==> config.mk <==
export PLATFORM = sky130hd
export DESIGN_NAME = object_slot_scheduler_flat
export DESIGN_NICKNAME = d
export VERILOG_FILES = /design/src/rtl/object_slot_scheduler_pkg.sv /design/src/rtl/object_slot_scheduler_if.sv /design/src/rtl/object_slot_scheduler_picker.sv /design/src/rtl/object_slot_scheduler.sv /design/src/flat_wrapper.sv
export SDC_FILE = /design/constraint.sdc
export NUM_CORES = 1
export LEC_CHECK = 0
export CORE_MARGIN = 2
export CORE_UTILIZATION = 33
export CTS_CLUSTER_SIZE = 40
export DETAILED_ROUTE_END_ITERATION = 10
export PLACE_DENSITY_LB_ADDON = 0.3
export SYNTH_ARGS = -nofsm -noshare
export SYNTH_HDL_FRONTEND = slang
export SYNTH_HIERARCHICAL = 1
export SYNTH_SLANG_ARGS = --single-unit
export TNS_END_PERCENT = 20
==> constraint.sdc <==
create_clock -name clk_60hz -period 3.7 [get_ports clk_60hz]
set_clock_uncertainty 0.1 [all_clocks]
set_input_delay 0.74 -clock clk_60hz [delete_from_list [all_inputs] [get_ports clk_60hz]]
set_output_delay 0.74 -clock clk_60hz [all_outputs]
set_load 0.1 [all_outputs]
==> src/rtl/object_slot_scheduler_pkg.sv <==
// Shared types and slot map for the object slot scheduler.
// Slot 0 is the ship, then the bullet range, then the rock range.
package object_pkg;

    localparam int unsigned N_BULLETS = 4;
    localparam int unsigned N_ROCKS   = 10;
    localparam int unsigned N_SLOTS   = 1 + N_BULLETS + N_ROCKS;

    localparam int unsigned SHIP_IDX  = 0;
    localparam int unsigned BULLET_LO = 1;
    localparam int unsigned BULLET_HI = BULLET_LO + N_BULLETS - 1;
    localparam int unsigned ROCK_LO   = BULLET_HI + 1;
    localparam int unsigned ROCK_HI   = ROCK_LO + N_ROCKS - 1;

    localparam int unsigned LEVEL_W   = 4;

    typedef enum logic [2:0] {
        ST_IDLE       = 3'd0,
        ST_PLAY       = 3'd1,
        ST_RESPAWN    = 3'd2,
        ST_WAVE_CLEAR = 3'd3,
        ST_OVER       = 3'd4
    } state_t;

endpackage

==> src/rtl/object_slot_scheduler_if.sv <==
// Control/event bus between the game logic and the slot scheduler.
// The master side drives game events; the slave side is the scheduler.
interface object_slot_scheduler_if;
    import object_pkg::*;

    logic                      start;
    logic                      fire_req;
    logic [N_SLOTS-1:0]        kill;
    logic [N_SLOTS-1:0]        slot_done;
    logic                      game_over;
    logic [N_SLOTS-1:0]        spawn;
    logic [N_SLOTS-1:0]        active;
    logic [LEVEL_W-1:0]        level;
    logic [2:0]                state_o;

    modport master (
        output start, fire_req, kill, slot_done, game_over,
        input  spawn, active, level, state_o
    );

    modport slave (
        input  start, fire_req, kill, slot_done, game_over,
        output spawn, active, level, state_o
    );

endinterface

==> src/rtl/object_slot_scheduler_picker.sv <==
// Lowest-index picker: isolates the least significant set bit of a free mask.
module lowest_free_picker #(
    parameter int unsigned W = 4
) (
    input  logic [W-1:0] i_free,
    output logic [W-1:0] o_grant,
    output logic         o_valid
);

    // x & -x keeps only the lowest set bit
    assign o_grant = i_free & (~i_free + W'(1));
    assign o_valid = |i_free;

endmodule

==> src/rtl/object_slot_scheduler.sv <==
// Round sequencer for the ship, bullet and rock slots: spawns, frees and
// tracks live slots, and steps through respawn, wave clear and level-up.
module object_slot_scheduler
    import object_pkg::*;
#(
    parameter int unsigned FIRE_COOLDOWN = 8,
    parameter int unsigned SPAWN_PERIOD  = 120,
    parameter int unsigned RESPAWN_DELAY = 90,
    parameter int unsigned WAVE_PAUSE    = 60,
    parameter int unsigned ROCKS_BASE    = 3
) (
    input  logic                   clk_60hz,
    input  logic                   reset_game,
    object_slot_scheduler_if.slave io_bus
);

    localparam int unsigned CD_W    = $clog2(FIRE_COOLDOWN + 1);
    localparam int unsigned TMR_W   = $clog2(SPAWN_PERIOD);
    localparam int unsigned DLY_MAX = (RESPAWN_DELAY > WAVE_PAUSE) ? RESPAWN_DELAY : WAVE_PAUSE;
    localparam int unsigned DLY_W   = $clog2(DLY_MAX + 1);
    localparam int unsigned CNT_W   = $clog2(N_ROCKS + 1);

    state_t               r_state, w_state_nxt;
    logic [N_SLOTS-1:0]   r_active, w_active_nxt;
    logic [N_SLOTS-1:0]   r_spawn, w_spawn_nxt;
    logic [LEVEL_W-1:0]   r_level, w_level_nxt;
    logic [CD_W-1:0]      r_cooldown, w_cooldown_nxt;
    logic [TMR_W-1:0]     r_timer, w_timer_nxt;
    logic [CNT_W-1:0]     r_spawned, w_spawned_nxt;
    logic [DLY_W-1:0]     r_delay, w_delay_nxt;

    logic                 w_live;
    logic                 w_run;
    logic [N_SLOTS-1:0]   w_freed;
    logic [N_SLOTS-1:0]   w_cand;
    logic [N_BULLETS-1:0] w_bul_grant;
    logic                 w_bul_valid;
    logic [N_ROCKS-1:0]   w_rock_grant;
    logic                 w_rock_valid;
    logic [31:0]          w_quota_sum;
    logic [CNT_W-1:0]     w_quota;
    logic                 w_wrap;
    logic                 w_fire_ok;
    logic                 w_rock_ok;
    logic                 w_rocks_live;

    assign w_live = (r_state == ST_PLAY) || (r_state == ST_RESPAWN) || (r_state == ST_WAVE_CLEAR);
    assign w_run  = (r_state == ST_PLAY) || (r_state == ST_RESPAWN);

    // A slot freed this cycle is not a spawn candidate, so freeing wins.
    assign w_freed = w_live ? (io_bus.kill | io_bus.slot_done) : '0;
    assign w_cand  = ~r_active & ~w_freed;

    lowest_free_picker #(.W(N_BULLETS)) u_bullet_pick (
        .i_free  (w_cand[BULLET_HI:BULLET_LO]),
        .o_grant (w_bul_grant),
        .o_valid (w_bul_valid)
    );

    lowest_free_picker #(.W(N_ROCKS)) u_rock_pick (
        .i_free  (w_cand[ROCK_HI:ROCK_LO]),
        .o_grant (w_rock_grant),
        .o_valid (w_rock_valid)
    );

    assign w_quota_sum  = ROCKS_BASE + {{(32 - LEVEL_W){1'b0}}, r_level};
    assign w_quota      = (w_quota_sum > N_ROCKS) ? CNT_W'(N_ROCKS) : w_quota_sum[CNT_W-1:0];
    assign w_wrap       = (r_timer == TMR_W'(SPAWN_PERIOD - 1));
    assign w_rocks_live = |r_active[ROCK_HI:ROCK_LO];

    assign w_fire_ok = w_run && r_active[SHIP_IDX] && io_bus.fire_req
                       && (r_cooldown == '0) && w_bul_valid;
    assign w_rock_ok = w_run && w_wrap && (r_spawned < w_quota) && w_rock_valid;

    always_comb begin
        w_state_nxt    = r_state;
        w_active_nxt   = r_active & ~w_freed;
        w_spawn_nxt    = '0;
        w_level_nxt    = r_level;
        w_cooldown_nxt = (r_cooldown != '0) ? r_cooldown - 1'b1 : '0;
        w_timer_nxt    = r_timer;
        w_spawned_nxt  = r_spawned;
        w_delay_nxt    = r_delay;

        case (r_state)
            ST_IDLE, ST_OVER: begin
                w_timer_nxt = '0;
                if (io_bus.start) begin
                    w_state_nxt            = ST_PLAY;
                    w_active_nxt           = '0;
                    w_active_nxt[SHIP_IDX] = 1'b1;
                    w_spawn_nxt[SHIP_IDX]  = 1'b1;
                    w_spawned_nxt          = '0;
                    w_level_nxt            = '0;
                    w_cooldown_nxt         = '0;
                end
            end

            ST_PLAY, ST_RESPAWN: begin
                w_timer_nxt = w_wrap ? '0 : r_timer + 1'b1;
                if (io_bus.game_over) begin
                    w_state_nxt  = ST_OVER;
                    w_active_nxt = '0;
                end else begin
                    if (w_fire_ok) begin
                        w_spawn_nxt[BULLET_HI:BULLET_LO]  = w_bul_grant;
                        w_active_nxt[BULLET_HI:BULLET_LO] = w_active_nxt[BULLET_HI:BULLET_LO] | w_bul_grant;
                        // Loaded one short so grants land exactly FIRE_COOLDOWN cycles apart.
                        w_cooldown_nxt = CD_W'(FIRE_COOLDOWN - 1);
                    end
                    if (w_rock_ok) begin
                        w_spawn_nxt[ROCK_HI:ROCK_LO]  = w_rock_grant;
                        w_active_nxt[ROCK_HI:ROCK_LO] = w_active_nxt[ROCK_HI:ROCK_LO] | w_rock_grant;
                        w_spawned_nxt = r_spawned + 1'b1;
                    end
                    if (r_state == ST_PLAY) begin
                        if (io_bus.kill[SHIP_IDX]) begin
                            w_state_nxt = ST_RESPAWN;
                            w_delay_nxt = DLY_W'(RESPAWN_DELAY);
                        end else if ((r_spawned == w_quota) && !w_rocks_live) begin
                            w_state_nxt = ST_WAVE_CLEAR;
                            w_delay_nxt = DLY_W'(WAVE_PAUSE);
                        end
                    end else if (r_delay <= DLY_W'(1)) begin
                        w_state_nxt            = ST_PLAY;
                        w_spawn_nxt[SHIP_IDX]  = 1'b1;
                        w_active_nxt[SHIP_IDX] = 1'b1;
                        w_delay_nxt            = '0;
                    end else begin
                        w_delay_nxt = r_delay - 1'b1;
                    end
                end
            end

            ST_WAVE_CLEAR: begin
                w_timer_nxt = '0;
                if (r_delay <= DLY_W'(1)) begin
                    w_state_nxt   = ST_PLAY;
                    w_level_nxt   = (r_level == '1) ? r_level : r_level + 1'b1;
                    w_spawned_nxt = '0;
                    w_delay_nxt   = '0;
                end else begin
                    w_delay_nxt = r_delay - 1'b1;
                end
            end

            default: begin
                w_state_nxt  = ST_IDLE;
                w_active_nxt = '0;
            end
        endcase
    end

    always_ff @(posedge clk_60hz) begin
        if (reset_game) begin
            r_state    <= ST_IDLE;
            r_active   <= '0;
            r_spawn    <= '0;
            r_level    <= '0;
            r_cooldown <= '0;
            r_timer    <= '0;
            r_spawned  <= '0;
            r_delay    <= '0;
        end else begin
            r_state    <= w_state_nxt;
            r_active   <= w_active_nxt;
            r_spawn    <= w_spawn_nxt;
            r_level    <= w_level_nxt;
            r_cooldown <= w_cooldown_nxt;
            r_timer    <= w_timer_nxt;
            r_spawned  <= w_spawned_nxt;
            r_delay    <= w_delay_nxt;
        end
    end

    assign io_bus.spawn   = r_spawn;
    assign io_bus.active  = r_active;
    assign io_bus.level   = r_level;
    assign io_bus.state_o = r_state;

endmodule
==> src/flat_wrapper.sv <==
// flat-port wrapper written by rule: the top's interface ports become plain ports
module object_slot_scheduler_flat import object_pkg::*;
#(
    parameter int unsigned FIRE_COOLDOWN = 8,
    parameter int unsigned SPAWN_PERIOD  = 120,
    parameter int unsigned RESPAWN_DELAY = 90,
    parameter int unsigned WAVE_PAUSE    = 60,
    parameter int unsigned ROCKS_BASE    = 3
)
  (clk_60hz, reset_game, io_bus_start, io_bus_fire_req, io_bus_kill, io_bus_slot_done, io_bus_game_over, io_bus_spawn, io_bus_active, io_bus_level, io_bus_state_o);
  object_slot_scheduler_if io_bus_i ();
  input  logic clk_60hz;
  input  logic reset_game;
  input wire logic [$bits(io_bus_i.start)-1:0] io_bus_start;
  input wire logic [$bits(io_bus_i.fire_req)-1:0] io_bus_fire_req;
  input wire logic [$bits(io_bus_i.kill)-1:0] io_bus_kill;
  input wire logic [$bits(io_bus_i.slot_done)-1:0] io_bus_slot_done;
  input wire logic [$bits(io_bus_i.game_over)-1:0] io_bus_game_over;
  output wire logic [$bits(io_bus_i.spawn)-1:0] io_bus_spawn;
  output wire logic [$bits(io_bus_i.active)-1:0] io_bus_active;
  output wire logic [$bits(io_bus_i.level)-1:0] io_bus_level;
  output wire logic [$bits(io_bus_i.state_o)-1:0] io_bus_state_o;
  assign io_bus_i.start = io_bus_start;
  assign io_bus_i.fire_req = io_bus_fire_req;
  assign io_bus_i.kill = io_bus_kill;
  assign io_bus_i.slot_done = io_bus_slot_done;
  assign io_bus_i.game_over = io_bus_game_over;
  assign io_bus_spawn = io_bus_i.spawn;
  assign io_bus_active = io_bus_i.active;
  assign io_bus_level = io_bus_i.level;
  assign io_bus_state_o = io_bus_i.state_o;
  object_slot_scheduler #(.FIRE_COOLDOWN(FIRE_COOLDOWN), .SPAWN_PERIOD(SPAWN_PERIOD), .RESPAWN_DELAY(RESPAWN_DELAY), .WAVE_PAUSE(WAVE_PAUSE), .ROCKS_BASE(ROCKS_BASE)) u_core (.clk_60hz(clk_60hz), .reset_game(reset_game), .io_bus(io_bus_i));
endmodule
# After elaboration in Yosys (flattened, before gate mapping)
# Index checks and enable logic that the tools add are counted.
# totals
output_inout_bits	37
reg_bits	59
input_bits	35
wordCells	121
# classes
n_reduce_logical	30
n_bitwise	14
n_eq_ne	14
addsub	8
mux	42
order_cmp	3
# op_table
operator	count
$mux 4	12
$mux 15	3
$pmux 15 s3	1
$mux 7	6
$gt 32x4->1 const B	1
$and 15x15->15	2
$not 15->15	2
$pmux 7 s2	2
$reduce_or 10->1	2
$mux 3	6
$pmux 4 s2	2
$or 15x15->15	1
$add 4x1->4 const B	3
$pmux 4 s3	1
$reduce_or 4->1	3
$add 10x1->10 const B	1
$and 10x10->10	1
$mux 10	1
$not 10->10	1
$or 10x10->10	1
$pmux 3 s3	1
$logic_and 1x1->1	8
$ne 2x2->1 const B	4
$add 7x1->7 const B	1
other kinds (33)	45

# Logic depth before layout (Yosys ltp)
# depth
ltp_word	13
mapped_depth	15
ltp_nobuf	12

# Modules after synthesis
# Netlist, hierarchy kept.
# by_module_without_submodules
module	n_inst	area_per_inst_um2	seq_area_each_um2	cells_each
object_slot_scheduler	1	2895.3	1181.1	336
lowest_free_picker at u_core.u_rock_pick	1	127.6	0.0	18
lowest_free_picker at u_core.u_bullet_pick	1	40.0	0.0	5

# Worst setup path before layout
# No wires, ideal clock.
# synth_timing
path_kind	register to register
from	register u_core.r_state[0], in the netlist u_core/io_bus.state_o[0]
to	register u_core.r_spawned[0]
arrival_ns	4.058
path_stages_with_launch	15
n_path_buf	3
synth_period_minus_slack_ns	4.279
required_ns	3.479
setup_time_ns	0.121
slack_ns	-0.579
cell_sequence	dfxtp_1 > buf_2 > nor2_1 > nor2_1 > clkbuf_1 > o21ai_0 > nor2b_1 > or4_4 > buf_6 > or4_4 > inv_1 > a211oi_1 > a31oi_1 > nor3_1 > mux2_2
# synth_between
elab_chain_cells	10
word_cells_on_any_way	23
classes_between	eq/ne: 8; mux: 2; bitwise: 2; reduce/logical: 11
# synth_rtl
element	line_no	source
start: declaration	object_slot_scheduler.sv:23	state_t r_state, w_state_nxt;
start signal: assignment	object_slot_scheduler.sv:165	r_state <= w_state_nxt;
$eq 3x1->1 / $eq 3x2->1 (equally long branches)	object_slot_scheduler.sv:47	assign w_live = (r_state == ST_PLAY) || (r_state == ST_RESPAWN) || (r_state == ST_WAVE_CLEAR);
$logic_or 1x1->1	object_slot_scheduler.sv:47	
$logic_or 1x1->1 (*)	object_slot_scheduler.sv:47	
$mux 15 (*)	object_slot_scheduler.sv:51	assign w_freed = w_live ? (io_bus.kill | io_bus.slot_done) : '0;
$not 15->15 (*)	object_slot_scheduler.sv:52	assign w_cand = ~r_active & ~w_freed;
$and 15x15->15 (*)	object_slot_scheduler.sv:52	
net u_core.w_cand[8]	object_slot_scheduler.sv:35	logic [N_SLOTS-1:0] w_cand;
$reduce_or 10->1 (*)	object_slot_scheduler_picker.sv:12	assign o_valid = |i_free;
net u_core.w_rock_valid	object_slot_scheduler.sv:39	logic w_rock_valid;
$logic_and 1x1->1 (*)	object_slot_scheduler.sv:73	assign w_rock_ok = w_run && w_wrap && (r_spawned < w_quota) && w_rock_valid;
$ne 2x1->1 (no line) (*)	n/a	
$reduce_and 5->1 (no line) (*)	n/a	
end signal: assignment	object_slot_scheduler.sv:171	r_spawned <= w_spawned_nxt;
end: declaration	object_slot_scheduler.sv:29	logic [CNT_W-1:0] r_spawned, w_spawned_nxt;
# Mark *: on every way through the listed nets, which the timed path passes. The rest lies on a longest branch.
# A chain may end at the register's enable or synchronous reset.

# Worst setup path in the final report
# layout_timing
from	register u_core.r_state[1], in the netlist u_core/io_bus.state_o[1]
to	register u_core.r_spawned[0]
# The elaborated chain is that of the path after synthesis.

==> impl_metrics.tcl <==
set metrics [dict create \
    rsz0062_at_grt "false" \
    area_growth_pct 35.2 \
    vias_per_cell 5.34 \
    grt_max_degree 25 \
    swShare_pct 26.3 \
    rows 35 \
    fmax_mhz 299 \
    n_fill_cell 906 \
    finalCritPeriodShare_pct 90.3 \
    p_switching_mw 0.416 \
    seq_area_frac_synth_pct 38.6 \
    grt_pass1_wl_um 13000 \
    hpwl_um 5810 \
    max-vdd-ir-drop_v 0.000179 \
    avgSynthCellArea_um2 8.53 \
    htreeDepth 3 \
    ant_nets 0 \
    start_util_pct 33.6 \
    dp_cells 534 \
    layout_min_cycle_time_ns 3.34 \
    numCtsBuffers 9 \
    final_layout_size_suffix_gt1_share_pct 9.57 \
    synth.distinct_cells 57 \
    clkLatencyLatePin_ns 0.34 \
    routed_wl_um 7830 \
    core_um2 9110 \
    setup_violations 0 \
    start_kind "flop" \
    status "complete, no violations" \
    p_total_mw 1.58 \
    grt_pass1_vias 2744 \
    antenna_found_initial 0 \
    arrival_ns 3.47 \
    syn_area_um2 3060 \
    slew_violations 0 \
    drcViolationCount 0 \
    p_leak_nw 1.51 \
    tritoncts "done" \
    grt_usage_pct 16.2 \
    drtIter0Drc 127 \
    power_density_nw_per_um2 382 \
    clk_pin_slew_ns 0.07 \
    gp_congestion 0.805 \
    cts_buffer_depth 2 \
    end_kind "flop" \
    ys_ff_latch 59 \
    diodes 0 \
    yosysWarnings 6 \
    portBuffers 71 \
    die_h_um 100 \
    path_class "reg2reg" \
    hold_class "reg2reg" \
    clockPowerShare_pct 43.7 \
    worst-slew-pin-transition_ns 1.01 \
    utilization_pct 45.5 \
    finalSetupTns_ns 0 \
    critPathMaxFanout 20 \
    vias 2938 \
    die_x_um 100 \
    drv_cap 0 \
    cts.sinks 59 \
    firstDrtPassIters 4 \
    power.internal_mw 1.16 \
    root_buffer "clkbuf_8" \
    max_slew_margin_pct 32.5 \
    io_pins 72 \
    synth-main-ff-cell "dfxtp_1" \
    die_area_um2 10100 \
    nNetsFinal 479 \
    pwr-share-seq_pct 41.8 \
    syn_inst 359 \
    cp_data_required_time_ns 3.83 \
    instances_no_fill 550 \
    pwr-share-comb_pct 14.6 \
    avgRoutedWirePerCell_um 14.2 \
    hold_viol_final 0 \
    synth_edf_count 0 \
    syn-num-nets 404 \
    overflow 0 \
    async_flop_share_pct 0 \
]
state kept, by name, summed over array words and instances, names as in the netlist:
name	cells
u_core/io_bus.spawn	15
u_core/io_bus.active	15
u_core/r_spawned	4
u_core/io_bus.state_o	3
u_core/io_bus.level	4
u_core/r_cooldown	4
u_core/r_delay	7
u_core/r_timer	7
worst max-delay path: stages (launching register included):
cell,delay [ns]
dfxtp_4,0.46
nor2_1,0.15
nor2_1,0.13
buf_4,0.20
o21ai_0,0.14
nor2b_1,0.16
or4_4,0.58
or4_4,0.48
inv_1,0.06
a211oi_1,0.05
a31oi_1,0.28
nor3_1,0.12
mux2_2,0.30
final timing paths:
path,start,endpoint,slack [ns],cells after the start
max,u_core/io_bus.state_o[1]$_SDFFE_PP0P_,u_core/r_spawned[0]$_SDFFE_PP0P_,0.36,12
min,u_core/r_delay[4]$_SDFFE_PP0P_,u_core/r_delay[4]$_SDFFE_PP0P_,0.39,2
max reg2reg,u_core/io_bus.state_o[1]$_SDFFE_PP0P_,u_core/r_spawned[0]$_SDFFE_PP0P_,0.36,12
min reg2reg,u_core/r_delay[4]$_SDFFE_PP0P_,u_core/r_delay[4]$_SDFFE_PP0P_,0.39,2
synthesized netlist by cell type, types with 5 or more instances:
master / n / area share [%]
a21oi_1: 28 / 4.6
nand2_1: 15 / 1.8
a32o_1: 14 / 4.6
nor3b_1: 5 / 1.2
inv_1: 14 / 1.7
ha_1: 10 / 4.1
and2_1: 15 / 3.1
o21bai_1: 5 / 1.2
dfxtp_1: 59 / 39
clkbuf_1: 7 / 0.86
o21ai_0: 30 / 4.9
nor2_1: 33 / 4.0
nand2b_1: 5 / 1.0
nor4_1: 5 / 1.0
nor4b_1: 7 / 2.0
nand3_1: 12 / 2.0
nor2b_1: 20 / 4.1
nor3_1: 9 / 1.5
timing repair:
item / 4_1_cts / 5_1_grt
endpoints found under the setup margin: 0 / 20
endpoints found under the hold margin: 0 / 0
resized for setup: 0 / 1
setup buffers: 0 / 0
hold buffers: 0 / 0
placed cells by master (no fill, tap or decap), types with 5 or more instances in the layout:
cell type and n:
a32o_1 14, o21bai_1 5, dfxtp_1 56, nor3_1 9
clkdlybuf4s50_1 70, nand2_1 15, inv_1 14, buf_4 9
nor4b_1 7, nand2b_1 5, nor3b_1 5, ha_1 10
and2_1 15, nor2_1 32, nor2b_1 20, nor4_1 5
a21oi_1 28, clkbuf_8 9, o21ai_0 30, nand3_1 12
through the flow:
| step | cell area [um2] | hold slack [ns] | setup WS (ns) |
|---|---|---|---|
| detailed placement | 3900 | 0.380 | 0.0440 |
| global placement | 3900 | 0.373 | 0.121 |
| global route | 4140 | 0.411 | 0.120 |
| floorplan | 3070 | 0.358 | 0.0660 |
| finish | 4140 | 0.385 | 0.361 |
| CTS | 4140 | 0.389 | 0.253 |
routing by layer:
metal  global-route usage (%)  vias up  part of all wire (%)
met5                        0        -                     0
met3                     6.62        9                   7.6
met1                     20.2     1376                    46
met2                     25.4       83                    44
li1                         -     1470                     -
met4                     5.48        0                   1.8
cell families after synthesis:
logic type | after synthesis | synth area share (%)
adder cells (fa/ha/maj) | 10 | 4.08
XOR/XNOR | 4 | 1.14
flip-flops | 59 | 38.6
AO/OA/AOI/OAI | 101 | 21.9
AND/OR/NAND/NOR | 153 | 29.1
buffers and inverters | 29 | 4.21
multiplexers | 3 | 1.06
power groups by stage:
stage	clock network, mW	logic [mW]	registers [mW]
finish	0.690	0.230	0.660
global route	0.736	0.254	0.662
CTS	0.712	0.230	0.660
detailed placement	0	0.229	0.675
global placement	0	0.226	0.674
floorplan	0	0.125	0.695
final cells by class:
type | count | area, um2 | share of cell area, %
Inverter | 14 | 52.6 | 1.27
Multi-Input combinational cell | 271 | 1760 | 42.4
Clock inverter | 5 | 82.6 | 1.99
Clock buffer | 11 | 153 | 3.69
Sequential cell | 59 | 1190 | 28.7
Tap cell | 111 | 139 | 3.35
Timing Repair Buffer | 79 | 768 | 18.6
Note: power is estimated with default switching activity, not from simulation.
